**src/rtl/uart_pkg.sv**
```systemverilog
`default_nettype none
// ============================================================================
//  Module      : uart_pkg
//  Description : Shared definitions for the parameterised UART receiver.
//                Holds the receiver state encoding, the default frame
//                constants and the 3-input majority helper.
//  Ports       : none (package)
//  Revision    : 1.0  initial release
// ============================================================================
package uart_pkg;

    localparam int c_DEF_OVERSAMPLE = 16;
    localparam int c_DEF_DATA_BITS  = 8;

    typedef enum logic [2:0] {
        ST_IDLE   = 3'd0,
        ST_START  = 3'd1,
        ST_DATA   = 3'd2,
        ST_PARITY = 3'd3,
        ST_STOP   = 3'd4
    } state_e;

    // Majority of three samples; tolerates one corrupted sample per bit.
    function automatic logic maj3(input logic a, input logic b, input logic c);
        return (a & b) | (a & c) | (b & c);
    endfunction

endpackage
`default_nettype wire

```
**src/rtl/uart_rx_param_if.sv**
```systemverilog
`default_nettype none
// ============================================================================
//  Module      : uart_rx_param_if
//  Description : Serial-line / parallel-word bundle of the UART receiver.
//  Ports       : data_tx, rd_ack (towards receiver);
//                active_flag, recieved_flag, data_parll, parity_err,
//                frame_err, overrun_err (from receiver).
//                master = line driver / word consumer, slave = receiver.
//  Revision    : 1.0  initial release
// ============================================================================
interface uart_rx_param_if
    import uart_pkg::*;
#(
    parameter int DATA_BITS = c_DEF_DATA_BITS
);
    logic                 data_tx;
    logic                 rd_ack;
    logic                 active_flag;
    logic                 recieved_flag;
    logic [DATA_BITS-1:0] data_parll;
    logic                 parity_err;
    logic                 frame_err;
    logic                 overrun_err;

    modport master (
        output data_tx,
        output rd_ack,
        input  active_flag,
        input  recieved_flag,
        input  data_parll,
        input  parity_err,
        input  frame_err,
        input  overrun_err
    );

    modport slave (
        input  data_tx,
        input  rd_ack,
        output active_flag,
        output recieved_flag,
        output data_parll,
        output parity_err,
        output frame_err,
        output overrun_err
    );
endinterface
`default_nettype wire

```
**src/rtl/uart_bit_sampler.sv**
```systemverilog
`default_nettype none
// ============================================================================
//  Module      : uart_bit_sampler
//  Description : Line synchroniser, oversample counter and 3-sample majority
//                vote for the UART receiver.
//  Ports       : baud_clk, reset      - clock / sync active-high reset
//                rx_i                 - raw asynchronous serial line
//                idle_i               - receiver is idle (arms start detect)
//                start_edge_o         - synchronised falling edge while idle
//                sample_valid_o       - voted bit available this cycle
//                bit_o                - voted bit value
//                bit_end_o            - last oversample count of a bit
//  Revision    : 1.0  initial release
// ============================================================================
module uart_bit_sampler
    import uart_pkg::*;
#(
    parameter int OVERSAMPLE = c_DEF_OVERSAMPLE
) (
    input  logic baud_clk,
    input  logic reset,
    input  logic rx_i,
    input  logic idle_i,
    output logic start_edge_o,
    output logic sample_valid_o,
    output logic bit_o,
    output logic bit_end_o
);
    localparam int CW = $clog2(OVERSAMPLE);
    localparam logic [CW-1:0] c_MID_M1 = CW'(OVERSAMPLE / 2 - 1);
    localparam logic [CW-1:0] c_MID    = CW'(OVERSAMPLE / 2);
    localparam logic [CW-1:0] c_MID_P1 = CW'(OVERSAMPLE / 2 + 1);
    localparam logic [CW-1:0] c_LAST   = CW'(OVERSAMPLE - 1);

    logic          sync1_q;
    logic          sync2_q;
    logic          prev_q;
    logic [CW-1:0] cnt_q;
    logic [CW-1:0] cnt_d;
    logic [1:0]    smp_q;

    assign start_edge_o = idle_i & prev_q & ~sync2_q;

    always_comb begin
        cnt_d = (cnt_q == c_LAST) ? '0 : cnt_q + 1'b1;
        // Re-align the bit grid to the start edge.
        if (start_edge_o) begin
            cnt_d = '0;
        end
    end

    always_ff @(posedge baud_clk) begin
        if (reset) begin
            sync1_q <= 1'b1;
            sync2_q <= 1'b1;
            prev_q  <= 1'b1;
            cnt_q   <= '0;
            smp_q   <= '0;
        end else begin
            sync1_q <= rx_i;
            sync2_q <= sync1_q;
            prev_q  <= sync2_q;
            cnt_q   <= cnt_d;
            if (cnt_q == c_MID_M1) begin
                smp_q[0] <= sync2_q;
            end
            if (cnt_q == c_MID) begin
                smp_q[1] <= sync2_q;
            end
        end
    end

    // Third sample is taken live, so the vote is ready in the same cycle.
    assign sample_valid_o = (cnt_q == c_MID_P1);
    assign bit_o          = maj3(smp_q[0], smp_q[1], sync2_q);
    assign bit_end_o      = (cnt_q == c_LAST);

endmodule
`default_nettype wire

```
**src/rtl/uart_rx_param.sv**
```systemverilog
`default_nettype none
// ============================================================================
//  Module      : uart_rx_param
//  Description : Parameterised UART receiver with optional parity, 1/2 stop
//                bits, single-word holding register and error flags.
//  Ports       : baud_clk - OVERSAMPLE x baud clock
//                reset    - synchronous active-high reset
//                bus      - uart_rx_param_if.slave (line in, word/flags out)
//  Revision    : 1.0  initial release
// ============================================================================
module uart_rx_param
    import uart_pkg::*;
#(
    parameter int DATA_BITS  = c_DEF_DATA_BITS,
    parameter int OVERSAMPLE = c_DEF_OVERSAMPLE,
    parameter int PARITY_EN  = 1,
    parameter int PARITY_ODD = 0,
    parameter int STOP_BITS  = 1
) (
    input  logic           baud_clk,
    input  logic           reset,
    uart_rx_param_if.slave bus
);
    localparam int BCW = $clog2(DATA_BITS + 1);

    localparam logic [2:0] c_S_IDLE   = ST_IDLE;
    localparam logic [2:0] c_S_START  = ST_START;
    localparam logic [2:0] c_S_DATA   = ST_DATA;
    localparam logic [2:0] c_S_PARITY = ST_PARITY;
    localparam logic [2:0] c_S_STOP   = ST_STOP;

    logic                 start_edge;
    logic                 sample_valid;
    logic                 smp_bit;
    logic                 bit_end;

    logic [2:0]           state_q,    state_d;
    logic [BCW-1:0]       bit_cnt_q,  bit_cnt_d;
    logic [DATA_BITS-1:0] shift_q,    shift_d;
    logic                 par_bit_q,  par_bit_d;
    logic                 stop_cnt_q, stop_cnt_d;
    logic                 stop_err_q, stop_err_d;
    logic                 done;
    logic                 par_err;

    logic                 recv_q;
    logic [DATA_BITS-1:0] data_q;
    logic                 perr_q;
    logic                 ferr_q;
    logic                 ovr_q;

    uart_bit_sampler #(
        .OVERSAMPLE (OVERSAMPLE)
    ) u_sampler (
        .baud_clk       (baud_clk),
        .reset          (reset),
        .rx_i           (bus.data_tx),
        .idle_i         (state_q == c_S_IDLE),
        .start_edge_o   (start_edge),
        .sample_valid_o (sample_valid),
        .bit_o          (smp_bit),
        .bit_end_o      (bit_end)
    );

    always_comb begin
        state_d    = state_q;
        bit_cnt_d  = bit_cnt_q;
        shift_d    = shift_q;
        par_bit_d  = par_bit_q;
        stop_cnt_d = stop_cnt_q;
        stop_err_d = stop_err_q;
        done       = 1'b0;
        case (state_q)
            c_S_IDLE: begin
                if (start_edge) begin
                    state_d = c_S_START;
                end
            end
            c_S_START: begin
                if (sample_valid && smp_bit) begin
                    state_d = c_S_IDLE;                 // false start
                end else if (bit_end) begin
                    state_d   = c_S_DATA;
                    bit_cnt_d = '0;
                end
            end
            c_S_DATA: begin
                if (sample_valid) begin
                    shift_d   = {smp_bit, shift_q[DATA_BITS-1:1]};
                    bit_cnt_d = bit_cnt_q + 1'b1;
                end else if (bit_end && (bit_cnt_q == BCW'(DATA_BITS))) begin
                    state_d    = (PARITY_EN != 0) ? c_S_PARITY : c_S_STOP;
                    stop_cnt_d = 1'b0;
                    stop_err_d = 1'b0;
                end
            end
            c_S_PARITY: begin
                if (sample_valid) begin
                    par_bit_d = smp_bit;
                end else if (bit_end) begin
                    state_d    = c_S_STOP;
                    stop_cnt_d = 1'b0;
                    stop_err_d = 1'b0;
                end
            end
            c_S_STOP: begin
                if (sample_valid) begin
                    stop_err_d = stop_err_q | ~smp_bit;
                    // Finish right after the last stop sample so a start
                    // edge immediately following the stop bit is caught.
                    if (stop_cnt_q == 1'(STOP_BITS - 1)) begin
                        done    = 1'b1;
                        state_d = c_S_IDLE;
                    end
                end else if (bit_end) begin
                    stop_cnt_d = stop_cnt_q + 1'b1;
                end
            end
            default: state_d = c_S_IDLE;
        endcase
    end

    assign par_err = (PARITY_EN != 0) & ((^shift_q) ^ par_bit_q ^ 1'(PARITY_ODD));

    always_ff @(posedge baud_clk) begin
        if (reset) begin
            state_q    <= c_S_IDLE;
            bit_cnt_q  <= '0;
            shift_q    <= '0;
            par_bit_q  <= 1'b0;
            stop_cnt_q <= 1'b0;
            stop_err_q <= 1'b0;
            recv_q     <= 1'b0;
            data_q     <= '0;
            perr_q     <= 1'b0;
            ferr_q     <= 1'b0;
            ovr_q      <= 1'b0;
        end else begin
            state_q    <= state_d;
            bit_cnt_q  <= bit_cnt_d;
            shift_q    <= shift_d;
            par_bit_q  <= par_bit_d;
            stop_cnt_q <= stop_cnt_d;
            stop_err_q <= stop_err_d;
            if (done && (!recv_q || bus.rd_ack)) begin
                // Either the holder is empty or is being freed this cycle.
                recv_q <= 1'b1;
                data_q <= shift_q;
                perr_q <= par_err;
                ferr_q <= stop_err_d;
                ovr_q  <= 1'b0;
            end else if (done) begin
                ovr_q <= 1'b1;                          // new word dropped
            end else if (recv_q && bus.rd_ack) begin
                recv_q <= 1'b0;
                ovr_q  <= 1'b0;
            end
        end
    end

    assign bus.active_flag   = (state_q != c_S_IDLE);
    assign bus.recieved_flag = recv_q;
    assign bus.data_parll    = data_q;
    assign bus.parity_err    = perr_q;
    assign bus.frame_err     = ferr_q;
    assign bus.overrun_err   = ovr_q;

endmodule
`default_nettype wire

```
**src/flat_wrapper.sv**
```systemverilog
// flat-port wrapper written by rule: the top's interface ports become plain ports
module uart_rx_param_flat import uart_pkg::*;
#(
    parameter int DATA_BITS  = c_DEF_DATA_BITS,
    parameter int OVERSAMPLE = c_DEF_OVERSAMPLE,
    parameter int PARITY_EN  = 1,
    parameter int PARITY_ODD = 0,
    parameter int STOP_BITS  = 1
)
  (baud_clk, reset, bus_data_tx, bus_rd_ack, bus_active_flag, bus_recieved_flag, bus_data_parll, bus_parity_err, bus_frame_err, bus_overrun_err);
  uart_rx_param_if #(.DATA_BITS(DATA_BITS)) bus_i ();
  input  logic baud_clk;
  input  logic reset;
  input wire logic [$bits(bus_i.data_tx)-1:0] bus_data_tx;
  input wire logic [$bits(bus_i.rd_ack)-1:0] bus_rd_ack;
  output wire logic [$bits(bus_i.active_flag)-1:0] bus_active_flag;
  output wire logic [$bits(bus_i.recieved_flag)-1:0] bus_recieved_flag;
  output wire logic [$bits(bus_i.data_parll)-1:0] bus_data_parll;
  output wire logic [$bits(bus_i.parity_err)-1:0] bus_parity_err;
  output wire logic [$bits(bus_i.frame_err)-1:0] bus_frame_err;
  output wire logic [$bits(bus_i.overrun_err)-1:0] bus_overrun_err;
  assign bus_i.data_tx = bus_data_tx;
  assign bus_i.rd_ack = bus_rd_ack;
  assign bus_active_flag = bus_i.active_flag;
  assign bus_recieved_flag = bus_i.recieved_flag;
  assign bus_data_parll = bus_i.data_parll;
  assign bus_parity_err = bus_i.parity_err;
  assign bus_frame_err = bus_i.frame_err;
  assign bus_overrun_err = bus_i.overrun_err;
  uart_rx_param #(.DATA_BITS(DATA_BITS), .OVERSAMPLE(OVERSAMPLE), .PARITY_EN(PARITY_EN), .PARITY_ODD(PARITY_ODD), .STOP_BITS(STOP_BITS)) u_core (.baud_clk(baud_clk), .reset(reset), .bus(bus_i));
endmodule
```
**config.mk**
```make
export PLATFORM = sky130hd
export DESIGN_NAME = uart_rx_param_flat
export DESIGN_NICKNAME = d
export VERILOG_FILES = /design/src/rtl/uart_pkg.sv /design/src/rtl/uart_rx_param_if.sv /design/src/rtl/uart_bit_sampler.sv /design/src/rtl/uart_rx_param.sv /design/src/flat_wrapper.sv
export SDC_FILE = /design/constraint.sdc
export NUM_CORES = 1
export LEC_CHECK = 0
export ABC_CLOCK_PERIOD_IN_PS = 2800
export BUFFER_PORTS_ARGS = -buffer_cell sky130_fd_sc_hd__buf_2
export CAP_MARGIN = 20
export CORE_MARGIN = 4
export CORE_UTILIZATION = 35
export CTS_BUF_LIST = sky130_fd_sc_hd__clkbuf_4
export DETAILED_ROUTE_END_ITERATION = 16
export SYNTH_ARGS = -nofsm -noshare
export SYNTH_HDL_FRONTEND = slang
export SYNTH_HIERARCHICAL = 1
export SYNTH_SLANG_ARGS = --single-unit
```
**constraint.sdc**
```tcl
create_clock -name baud_clk -period 2.8 [get_ports baud_clk]
set_clock_uncertainty 0.05 [all_clocks]
set_input_delay 0.14 -clock baud_clk [delete_from_list [all_inputs] [get_ports baud_clk]]
set_output_delay 0.14 -clock baud_clk [all_outputs]
set_load 0.05 [all_outputs]
```
==> results.md, run 1 <==
- The run finished with clean final reports.
- The critical path is of the reg2reg type.
- The final total negative setup slack is 0 ps.
- The core region is 4820 um2.
- In this run the tightest slew margin relative to its limit is 53.6%.
- The largest fanout on the critical path is 11.
- The worst path needs roughly 2100 ps of the cycle, external delays included.
- The via total after detailed routing is between 1k and 1.5k.
- Synthesis produced a netlist with a net count of just under 200.
- The setup slack after layout is about 650 ps.
- Dividing the detail-routed via count by the number of cells gives 4.71.
- Measured along the y axis, the die boundary spans 79.1 um.
- The sequential element share of the synthesized area is 44.2%.
- The total of warnings raised by yosys is 6.
- The slew of the pin with the lowest slew margin is about 700 ps.
- The worst min-delay path category is in2reg.
- The number of antenna violations at the first check in global routing is 0.
- The estimated wirelength of the detail-placed design is ~2100 um.
- Synthesis produced a netlist whose cell count is around 190.
- In this run the count of I/O pins placed on the die edge is 17.
- The CTS root buffer is sky130_fd_sc_hd__clkbuf_4.
- The dominant cell type by area after synthesis is sky130_fd_sc_hd__dfxtp_1.
- Ranked by instance count, the synthesized netlist is headed by 39 x sky130_fd_sc_hd__dfxtp_1, 21 x sky130_fd_sc_hd__nand2_1, 18 x sky130_fd_sc_hd__nor2_1, 14 x sky130_fd_sc_hd__mux2i_1, 10 x sky130_fd_sc_hd__a21oi_1.
- The remaining design rule violation count is 0.
- The global-route track usage on met2 is approximately 16%.
- The H-tree depth is 2.
- Hold is met by around 270 ps.
- The area growth from synthesis to final layout is 11.6%.
- At the worst endpoint, the arrival time is 2300 ps.
- The remaining global-route overflow is 0.
- Clock latency on the worst-skew pair, taken at its later pin, is approximately 340 ps.
- In this run, synthesis produced a sequential element count of 39.
- Cells with a size suffix above 1 make up 18.1% of the layout.
- The final count of negative-setup-slack endpoints is 0.
- Synthesis instantiated 45 different standard cells from the library.
- The fraction of registers with async set or reset after synthesis is 0%.
- The synthesized area per cell is 9.51 um2.
- The congestion estimate from routability-driven global placement came to 0.825.
- The global-route wire length before repair is 5490 um.
- The final hold violation count is 0.
- Excluding fillers, the count of instances in the completed layout stands at roughly 270.
- VDD sags by at most 0.000290 V.
- The total of buffers placed on input and output ports is 16.
- The routed design has 3160 um of wire.
- The busiest metal layer after global routing is met2.
- Power spread over the standard cell area amounts to 530 nW/um2.
- In the final routed layout, each cell accounts on average for 11.6 um.
- The count of pins over their slew limit is 0.
- For this run, global-route usage on met3 was measured as 2.83%.
- TritonCTS built the clock tree.
- Global routing used 15.3% of the available met1 tracks.
- In this run the deepest clock path goes through 2 buffers.
- The total number of nets in the final design is around 210.
- The floorplan has 25 rows.
- The prevailing post-synth register cell is sky130_fd_sc_hd__dfxtp_1.
- The worst setup slack before clock tree synthesis is 692 ps.
- The full die area is 6250 um2.
- The clock sink count is 39.
- Derived from the worst setup path, the maximum achievable clock frequency is 0.465 GHz.
- Counting tap cells, the placed design contains a total of 261 instances.
- The synthesized cell area is 1770 um2.
- The detail route stage leaves a number of antenna-violating nets equal to 0.
- STA classifies the critical path endpoint as a register.
- Global routing used 11.1% of the available tracks.
- The via count of the first global-routing pass came to 1222.
- Summed over its instances, the top area cell type makes up about 44% of the synthesized netlist area.
- The required time at the worst-slack endpoint is 2950 ps.
- The number of buffers created by CTS is 5.
- By instance count, the leading cell after synthesis is sky130_fd_sc_hd__dfxtp_1.
- The kind of start point of the critical path is a register.
- Across the run, the number of max-cap violations was 0.
- By area the synthesized netlist is led by sky130_fd_sc_hd__dfxtp_1 44%, sky130_fd_sc_hd__mux2i_1 7.9%, sky130_fd_sc_hd__nand2_1 4.5%.
- The die is 79.1 um wide.
- The repair_antennas step left the layout with diodes totalling 0.
- Entering global routing, the biggest net connects 38 pins.
- For this design the static power due to leakage is 0.000789 uW.
- After clock tree synthesis, the setup repair step added 0 buffers.
- After the first detailed-routing iteration, the DRC count stood at 86.
- Setup repair after global routing left no endpoint under its margin.
- Clock-pin slew was measured on the worst setup and hold paths at 130 ps.
- The final critical-path share of the clock period is around three quarters.
- The number of detailed-route iterations in the first pass is 4.
- Counting flops with a built-in enable in the synthesized netlist gives 0.
- The initial cell density of the core is 36.7%.
[metrics by stage]
step	total power, uW	util, %	cell area (um2)
final	1050	41.0	1970
after global routing	1100	41.0	1970
after CTS	1070	41.0	1970
after detailed placement	678	38.9	1870
after global placement	679	38.9	1870
after floorplan	658	-	1770
[layer usage]
layer | wire length (um) | share of wire, % | vias up
met1 | 1640 | 52 | 585
met3 | 116 | 3.7 | 2
li1 | - | - | 667
met5 | 0 | 0 | -
met4 | 39 | 1.2 | 0
met2 | 1360 | 43 | 22
[kinds of logic after synthesis]
group	synth area share [%]
and+or+nand+nor	24.6
xor gates and xnor gates	6.72
AOI/OAI and AO/OA	7.36
buffers and inverters	5.10
DFF	44.2
adders and majority gates	4.10
muxes	7.93
[state kept, by name, summed over array words and instances (netlist names), 2 cells and up]
signal	count
u_core/bit_cnt_q	4
u_core/bus.data_parll	8
u_core/shift_q	8
u_core/state_q	3
u_core/u_sampler/cnt_q	4
u_core/u_sampler/smp_q	2
[final timing paths]
kind / startpoint / end / slack, ps / depth (start not counted)
worst max-delay path: u_core/state_q[2]$_SDFFE_PP0P_ / u_core/state_q[0]$_SDFFE_PP0P_ / 650 / 9
worst min-delay path: reset / u_core/bus.data_parll[1]$_SDFFE_PP0P_ / 270 / 2
worst max register to register: u_core/state_q[2]$_SDFFE_PP0P_ / u_core/state_q[0]$_SDFFE_PP0P_ / 650 / 9
worst min register to register: u_core/u_sampler/sync1_q$_SDFF_PP1_ / u_core/u_sampler/sync2_q$_SDFF_PP1_ / 370 / 1
[timing repair]
action | in CTS | in global routing
resized for setup | 0 | 0
hold buffers | 2 | 0
endpoints found under the hold margin | 2 | 0
[critical path, stage by stage, from the launching register on]
cell                       delay (ps)
sky130_fd_sc_hd__dfxtp_1          440
sky130_fd_sc_hd__nor2_2           230
sky130_fd_sc_hd__nand2_1          100
sky130_fd_sc_hd__inv_1             50
sky130_fd_sc_hd__and3b_1          270
sky130_fd_sc_hd__nand2b_4          60
sky130_fd_sc_hd__a32o_2           280
sky130_fd_sc_hd__a31oi_1          260
sky130_fd_sc_hd__mux2i_1          220
sky130_fd_sc_hd__nor2_1            50
[placed cells by master, fill, tap and decap left out, types with 2 or more instances in the layout]
cell	Yosys	final
sky130_fd_sc_hd__o21ai_0	2	2
sky130_fd_sc_hd__inv_1	8	8
sky130_fd_sc_hd__and3b_1	3	3
sky130_fd_sc_hd__nand3b_1	3	3
sky130_fd_sc_hd__xnor2_1	7	7
sky130_fd_sc_hd__mux2i_1	14	14
sky130_fd_sc_hd__a21oi_1	10	10
sky130_fd_sc_hd__xor2_1	4	4
sky130_fd_sc_hd__nor2b_1	3	3
sky130_fd_sc_hd__dfxtp_1	39	39
sky130_fd_sc_hd__clkbuf_4	0	5
sky130_fd_sc_hd__ha_1	5	5
sky130_fd_sc_hd__nand2_1	21	21
sky130_fd_sc_hd__nor2_2	3	3
sky130_fd_sc_hd__dlygate4sd3_1	0	2
sky130_fd_sc_hd__nand3_1	4	4
sky130_fd_sc_hd__buf_2	0	16
sky130_fd_sc_hd__nor3_1	5	5
sky130_fd_sc_hd__or2_2	3	3
sky130_fd_sc_hd__nor2_1	18	18
sky130_fd_sc_hd__and3_1	2	2
[report_power, final]
group	leakage (uW)	switching [uW]	internal [uW]	total [uW]
registers	0.000315	13.1	564	577
clock network	0.0000452	189	188	377
logic	0.000428	55.2	35.7	90.9
[layout make-up]
class / instances / area, um2
fill: 500 / 2840
multi-input combinational: 131 / 897
sequential: 39 / 781
timing repair buffer: 18 / 100
tap: 67 / 83.8
clock inverter: 3 / 43.8
clock buffer: 5 / 37.5
inverter: 8 / 30.0
Power figures use the tool's default switching activity.
==> inputs of run 2 (changes only) <==
--- a/config.mk
+++ b/config.mk
@@ -5,7 +5,8 @@
 export SDC_FILE = /design/constraint.sdc
 export NUM_CORES = 1
 export LEC_CHECK = 0
-export ABC_CLOCK_PERIOD_IN_PS = 2800
+export ABC_AREA = 1
+export ABC_CLOCK_PERIOD_IN_PS = 1900
 export BUFFER_PORTS_ARGS = -buffer_cell sky130_fd_sc_hd__buf_2
 export CAP_MARGIN = 20
 export CORE_MARGIN = 4
==> constraint.sdc (replaced) <==
create_clock -name baud_clk -period 1.9 [get_ports baud_clk]
set_clock_uncertainty 0.05 [all_clocks]
set_input_delay 0.095 -clock baud_clk [delete_from_list [all_inputs] [get_ports baud_clk]]
set_output_delay 0.095 -clock baud_clk [all_outputs]
set_load 0.05 [all_outputs]
==> results.md, run 2 <==
- The sequential share of power is 42.6% (-13 points).
- The synthesized area per cell is 7.02 um2 (-26%).
- The die span in x is 80.5 um (+1.8%).
- The synthesized cell area is 1840 um2 (+4.0%).
- The post-layout total power came to 2170 uW (+110%).
- The clock sink count is 39 (unchanged).
- The full die area is 6480 um2 (+3.6%).
- Among all flip-flop cells after synthesis, the most frequent one is sky130_fd_sc_hd__dfxtp_1.
- The internal power of the cells came to 1390 uW (+77%).
- The register bit count reported by yosys is 39 (unchanged).
- The number of placement rows is 26 (+4.0%).
- The highest achievable clock rate came to 0.581 GHz (+25%).
- The number of nets with antenna violations after routing is 0 (unchanged).
- The post-synthesis share of cell area spent on full adders, half adders and majority gates came to 3.40% (-0.70 points).
- Leaving out fill and tap cells, the most frequent cell in the layout is sky130_fd_sc_hd__nand2_1.
- The signal on the critical path passes through inv_1 > ha_1 > and3_2 > inv_2 > o21ai_1 > nand3_1 > nor2_2 > nand3_1 > nand2_1 > nor2_1.
- The remaining design rule violation count was 0 (unchanged).
- The library cell appearing most often on the critical path is sky130_fd_sc_hd__nand3_1.
- The mean number of vias per cell is 4.48 (-4.9%).
- The flop-to-flop setup slack is 180 ps (-470 ps).
- The net switching power is 781 uW (+200%).
- In the layout the commonest cells are 59 x sky130_fd_sc_hd__nand2_1, 37 x sky130_fd_sc_hd__dfxtp_1, 35 x sky130_fd_sc_hd__inv_1.
- The slew of the pin with the lowest slew margin was 304 ps (-392 ps).
- The worst-case reg-to-reg path depth was 10 (+1).
- The net count of the mapped netlist is 271 (+39%).
- The core box area is 5110 um2 (+6.0%).
- The number of antenna violations at the first check in global routing came to 0 (unchanged).
- Summed over all instances, the cell type with the most area after synthesis is sky130_fd_sc_hd__dfxtp_1.
- The global routing usage summed across all routing layers is 12.0% (+0.96 points).
- The global-route wire length before repair came to 6170 um (+12%).
- The routability-driven placement congestion ratio is 0.903 (+9.3%).
- The commonest cells after synthesis are 59 x sky130_fd_sc_hd__nand2_1, 39 x sky130_fd_sc_hd__dfxtp_1, 36 x sky130_fd_sc_hd__inv_1, 30 x sky130_fd_sc_hd__nor2_1, 25 x sky130_fd_sc_hd__a21oi_1.
- The root buffer cell chosen for the clock tree is sky130_fd_sc_hd__clkbuf_4.
- TritonCTS built the clock tree.
- The share of power burned in the clock network is 25.1% (-11 points).
- The filler cell count was 530 (+6.0%).
- The via total after detailed routing is 1608 (+26%).
- The startpoint-to-endpoint class of the critical path is reg2reg.
- The via count of the first global-routing pass came to 1466 (+20%).
- The number of max-capacitance violations reported is 0 (unchanged).
- For hold timing, the worst endpoint is u_core/bus.recieved_flag$_SDFFE_PP0P_.
- The static leakage came to 0.000996 uW (+26%).
- The run finished with clean final reports.
- The final cell count without fillers is 359 (+32%).
- The number of detailed-route iterations in the first pass was 4 (unchanged).
- The number of buffers created by CTS came to 5 (unchanged).
- The final critical path time including I/O delays and setup is 1720 ps (-428 ps).
- The most used standard cell by instance count after synthesis is sky130_fd_sc_hd__nand2_1.
- The gate family responsible for the most delay along the worst path is simple AND/OR/NAND/NOR gates.
- The simple-gate portion of the synthesized area was 29.0% (+4.4 points).
- The slowest cell on the critical path is sky130_fd_sc_hd__dfxtp_2.
- The portion of synthesized cell area occupied by the leading cell type is 42.4% (-1.7 points).
- The count of pins over their slew limit is 0 (unchanged).
- The final total negative setup slack was 0 ps (unchanged).
- STA classifies the critical path startpoint as a register.
- The clock tree buffer depth is 2 (unchanged).
- The remaining global-route overflow came to 0 (unchanged).
- The H-tree depth is 2 (unchanged).
- The xor/xnor share of the synthesized area was 0.476% (-6.2 points).
- The required time at the worst-slack endpoint is 2090 ps (-860 ps).
- The clock latency reported for the late side of the worst-skew pair is 330 ps (about the same).
- The largest fanout on the critical path came to 7 (-4).
- In this run the most critical hold path is launched from bus_rd_ack.
- The number of enable-type register cells in the synthesized netlist is 0 (unchanged).
- The largest net degree at the start of global routing is 20 (-47%).
- The worst max-slew margin expressed relative to the limit is 79.6% (+26 points).
- The power per cell area came to 1020 nW/um2 (+92%).
- The total of buffers placed on input and output ports is 16 (unchanged).
- The total number of nets in the final design is 298 (+41%).
- The height of the die is 80.5 um (+1.8%).
- The critical register-to-register path endpoint is u_core/state_q[2]$_SDFFE_PP0P_.
- The initial cell density of the core is 36.0% (-0.69 points).
- The initial detailed-routing violation count came to 73 (-15%).
- By area, the combinational part of the netlist is dominated by simple AND/OR/NAND/NOR gates.
- The final critical-path share of the clock period is 90.6% (+14 points).
- The combined buffer and inverter count along the critical path is 2 (+1).
- The switching share of total power is 35.9% (+11 points).
- The critical path arrival is 1910 ps (-390 ps).
- The wire length after detailed routing is 3440 um (+9.0%).
- The fraction of final layout cells sized beyond drive strength 1 is 18.0% (-0.14 points).
- The post-detailed-route wirelength per cell is 9.58 um (-18%).
- The post-synthesis compound-gate area fraction was 14.6% (+7.2 points).
- The final count of negative-setup-slack endpoints was 0 (unchanged).
- The startpoint of the lowest-slack register-to-register path is u_core/u_sampler/cnt_q[1]$_SDFF_PP0_.
- The final hold violation count is 0 (unchanged).
- Relative to the synthesized area, the layout overhead comes to 16.3%.
- The cell count after placement is 349 (+34%).
- The total of warnings raised by yosys came to 6 (unchanged).
- Setup repair after global routing left no endpoint under its margin.
- The clock transition at the registers of the reported paths was 110 ps (-20 ps).
- The worst setup path is captured at a register.
- The fraction of registers with async set or reset after synthesis is 0% (unchanged).
- By area the synthesized netlist is led by sky130_fd_sc_hd__dfxtp_1 42%, sky130_fd_sc_hd__nand2_1 12%, sky130_fd_sc_hd__inv_1 7.3%.
- The count of cells along the worst hold path is 4 (+2).
- The distinct cell type count after synthesis is 28 (-38%).
- The synthesized instance count is 262 (+41%).
- The estimated wirelength of the detail-placed design was 2580 um (+25%).
- The share of synthesized area spent on multiplexers is 0% (-7.9 points).
- The antenna diode instance count is 0 (unchanged).
- The I/O pin count is 17 (unchanged).
- The peak supply drop was 0.000990 V (+240%).
- The worst min-delay path category is in2reg.
- The sequential element share of the synthesized area came to 42.4% (-1.7 points).
- The cell area after layout is 2140 um2 (+8.4%).
- The relative contribution of combinational cells to total power is 32.3% (+24 points).
- The hold slack is 25.8 ps (-244 ps).
- The placed cell area is 2010 um2 (+7.6%).
- The maximum single-stage delay on the critical path is 350 ps (-90 ps).
[run 2: layout make-up]
class	instances	area [um2]	share of cell area [%]
multi-input combinational	178	890	41.6
clock buffer	6	45.0	2.11
clock inverter	1	30.0	1.40
inverter	41	156	7.31
tap	70	87.6	4.09
sequential	39	783	36.6
timing repair buffer	24	148	6.90
[run 2: kinds of logic after synthesis]
logic type      count (synthesis)
compound gates                 51
xor+xnor                        1
fa+ha+maj                       5
buf+inv                        45
flops                          39
simple gates                  121
[run 2: tightest hold or removal path: stages]
cell and delay (ps):
sky130_fd_sc_hd__buf_2 80, sky130_fd_sc_hd__inv_1 30, sky130_fd_sc_hd__nand2_1 80, sky130_fd_sc_hd__a21oi_1 80
[run 2: stage by stage]
stage / utilization (%) / setup slack [ps]
after floorplan: - / 291
after global placement: 39.4 / 125
after detailed placement: 39.4 / 86.7
after CTS: 41.5 / 78.7
after global routing: 41.9 / 7.49
final: 41.9 / 179
[run 2: worst max path at each step]
| stage | to | cells after the start | slack [ps] | from |
|---|---|---|---|---|
| 2_1_floorplan | u_core/bus.frame_err$_SDFFE_PP0P_ | 9 | 290 | u_core/u_sampler/cnt_q[0]$_SDFF_PP0_ |
| 4_1_cts | u_core/bus.parity_err$_SDFFE_PP0P_ | 9 | 80 | u_core/u_sampler/cnt_q[0]$_SDFF_PP0_ |
| 3_5_place_dp | u_core/bus.parity_err$_SDFFE_PP0P_ | 9 | 90 | u_core/u_sampler/cnt_q[0]$_SDFF_PP0_ |
| 6_report | u_core/state_q[2]$_SDFFE_PP0P_ | 10 | 180 | u_core/u_sampler/cnt_q[1]$_SDFF_PP0_ |
| 5_1_grt | u_core/bus.data_parll[0]$_SDFFE_PP0P_ | 9 | 7 | u_core/u_sampler/cnt_q[1]$_SDFF_PP0_ |
| 3_3_place_gp | u_core/bus.data_parll[4]$_SDFFE_PP0P_ | 9 | 120 | u_core/u_sampler/cnt_q[1]$_SDFF_PP0_ |
[run 2: routing by layer]
layer | routed length, um | up-vias | GRT usage (%) | part of all wire [%]
met3 | 148 | 7 | 3.36 | 4.3
li1 | - | 882 | - | -
met5 | 0 | - | 0 | 0
met1 | 1670 | 696 | 14.4 | 48
met2 | 1570 | 23 | 20.4 | 46
met4 | 50 | 0 | 4.39 | 1.5
[run 2: repair_timing]
action | 4_1_cts | 5_1_grt
resized for setup | 0 | 11
hold endpoints to repair | 4 | 0
setup buffers | 0 | 0
hold buffers | 3 | 0
endpoints found under the setup margin | 0 | 17
[run 2: power groups by stage]
stage / combinational, uW / sequential, uW / clock [uW]
global placement: 656 / 941 / 0
CTS: 653 / 923 / 577
floorplan: 501 / 933 / 0
global route: 798 / 934 / 609
detailed placement: 646 / 942 / 0
finish: 703 / 925 / 546
==> inputs of run 3 (changes only) <==
--- a/config.mk
+++ b/config.mk
@@ -9,7 +9,6 @@
 export ABC_CLOCK_PERIOD_IN_PS = 1900
 export BUFFER_PORTS_ARGS = -buffer_cell sky130_fd_sc_hd__buf_2
 export CAP_MARGIN = 20
-export CORE_MARGIN = 4
 export CORE_UTILIZATION = 35
 export CTS_BUF_LIST = sky130_fd_sc_hd__clkbuf_4
 export DETAILED_ROUTE_END_ITERATION = 16
==> results.md, run 3 (synthesized netlist as in run 2, its figures left out) <==
- The clock transition at the registers of the reported paths was 110 ps (about the same).
- The worst setup path is captured at a register.
- The via total after detailed routing is 1635 (+1.7%).
- The flow ran to the end, and the final reports show no timing, DRC or antenna violations.
- The mean number of vias per cell is 4.58 (+2.2%).
- The number of nets with antenna violations after routing was 0 (unchanged).
- The static leakage is 0.000978 uW (-1.9%).
- The cell count after placement is 348 (-0.29%).
- The setup slack after layout was 123 ps (-56.3 ps).
- The count of pins over their slew limit came to 0 (unchanged).
- The number of buffers created by CTS came to 5 (unchanged).
- The largest net degree at the start of global routing was 20 (unchanged).
- The number of detailed-route iterations in the first pass is 4 (unchanged).
- The global routing usage summed across all routing layers is 13.5% (+1.5 points).
- The H-tree depth is 2 (unchanged).
- The highest achievable clock rate is 0.563 GHz (-3.2%).
- The fraction of final layout cells sized beyond drive strength 1 is 16.4% (-1.6 points).
- The via count of the first global-routing pass is 1447 (-1.3%).
- The clock tree buffer depth is 2 (unchanged).
- The total of buffers placed on input and output ports is 16 (unchanged).
- The clock latency reported for the late side of the worst-skew pair is 330 ps (about the same).
- The critical path arrival is 1960 ps (+50 ps).
- The initial cell density of the core came to 36.2% (+0.23 points).
- The core box area came to 5070 um2 (-0.64%).
- The final hold violation count is 0 (unchanged).
- The worst setup slack before clock tree synthesis is 80.9 ps (-5.75 ps).
- The die span in x came to 74.5 um (-7.5%).
- The required time at the worst-slack endpoint is 2080 ps (about the same).
- The peak supply drop is 0.000637 V (-36%).
- The worst min-delay path category is in2reg.
- The final cell count without fillers is 357 (-0.56%).
- The post-CTS setup buffer count is 0 (unchanged).
- The number of antenna violations at the first check in global routing is 0 (unchanged).
- The critical path is of the reg2reg type.
- The routability-driven placement congestion ratio is 0.850 (-5.9%).
- The final critical-path share of the clock period is 93.5% (+3.0 points).
- The slew of the pin with the lowest slew margin is 348 ps (+44.5 ps).
- In the layout the commonest cells are 59 x sky130_fd_sc_hd__nand2_1, 38 x sky130_fd_sc_hd__dfxtp_1, 36 x sky130_fd_sc_hd__inv_1.
- The wire length after detailed routing is 3430 um (-0.35%).
- The largest fanout on the critical path is 7 (unchanged).
- The tree is rooted in a sky130_fd_sc_hd__clkbuf_4.
- The worst max-slew margin expressed relative to the limit is 76.5% (-3.1 points).
- The power per cell area was 958 nW/um2 (-5.7%).
- The estimated wirelength of the detail-placed design is 2530 um (-2.1%).
- The CTS tree is built.
- The placed cell area is 2010 um2 (-0.37%).
- The total number of nets in the final design is 296 (-0.67%).
- The antenna diode instance count is 0 (unchanged).
- The area growth from synthesis to final layout is 13.6%.
- The worst setup path is launched from a register.
- The number of placement rows is 26 (unchanged).
- The post-detailed-route wirelength per cell is 9.60 um (+0.21%).
- The number of max-capacitance violations reported came to 0 (unchanged).
- The final count of negative-setup-slack endpoints is 0 (unchanged).
- Leaving out fill and tap cells, the most frequent cell in the layout is sky130_fd_sc_hd__nand2_1.
- The I/O pin count is 17 (unchanged).
- The full die area is 5550 um2 (-14%).
- The final critical path time including I/O delays and setup is 1780 ps (+56.3 ps).
- The clock sink count is 39 (unchanged).
- The initial detailed-routing violation count is 88 (+21%).
- The final total negative setup slack is 0 ps (unchanged).
- The remaining global-route overflow is 0 (unchanged).
- The remaining design rule violation count is 0 (unchanged).
- The cell area after layout is 2090 um2 (-2.3%).
- The global-route wire length before repair is 5750 um (-6.7%).
- The height of the die is 74.5 um (-7.5%).
run 3: report_power, final:
part	internal, uW	switching (uW)
combinational	231	459
sequential	871	53.4
clock	131	257
total	1230	769
run 3: worst max-delay path: stages (launching register included):
cell and delay (ps):
sky130_fd_sc_hd__dfxtp_1 390, sky130_fd_sc_hd__inv_1 80, sky130_fd_sc_hd__ha_1 180, sky130_fd_sc_hd__and3_2 250, sky130_fd_sc_hd__nand2_1 80, sky130_fd_sc_hd__inv_1 60, sky130_fd_sc_hd__nor2_1 140, sky130_fd_sc_hd__nand2_1 100
sky130_fd_sc_hd__nand2_2 120, sky130_fd_sc_hd__inv_1 70, sky130_fd_sc_hd__a21oi_1 120, sky130_fd_sc_hd__nor2_1 50
run 3: final cells by class:
type	instances	area, um2
flip-flops and latches	39	782
multi-input cells	178	887
repair buffers	22	130
clock buffers	5	37.5
fillers	554	2990
inverters	41	156
clock inverters	2	8.76
well taps	70	87.6
run 3: path summary, 6_finish.rpt:
path / startpoint / end / slack (ps) / cells after the start
worst max register to register: u_core/u_sampler/cnt_q[1]$_SDFF_PP0_ / u_core/bit_cnt_q[1]$_SDFFE_PP0P_ / 120 / 11
worst min register to register: u_core/u_sampler/sync1_q$_SDFF_PP1_ / u_core/u_sampler/sync2_q$_SDFF_PP1_ / 380 / 1
worst min-delay path: bus_rd_ack / u_core/bus.recieved_flag$_SDFFE_PP0P_ / 10 / 4
worst max-delay path: u_core/u_sampler/cnt_q[1]$_SDFF_PP0_ / u_core/bit_cnt_q[1]$_SDFFE_PP0P_ / 120 / 11
run 3: routing by layer:
layer  vias to the layer above  global-route usage [%]  routed length, um
li1                        881                       -                  -
met1                       727                    16.0               1690
met2                        23                    23.3               1590
met3                         4                    3.66                111
met4                         0                    5.03                 29
met5                         -                       0                  0
run 3: metrics by stage:
step                      hold slack (ps)  utilization, %  power, uW
after floorplan                       114               -       1430
final                                9.86            41.2       2000
after detailed placement              243            39.5       1580
after global placement                242            39.5       1590
after CTS                            3.25            40.8       1980
after global routing                 18.2            41.2       2160
run 3: repair_timing:
item / CTS / global route
hold buffers: 2 / 0
setup endpoints to repair: 0 / 16
gates resized for setup: 0 / 6
hold endpoints to repair: 3 / 0
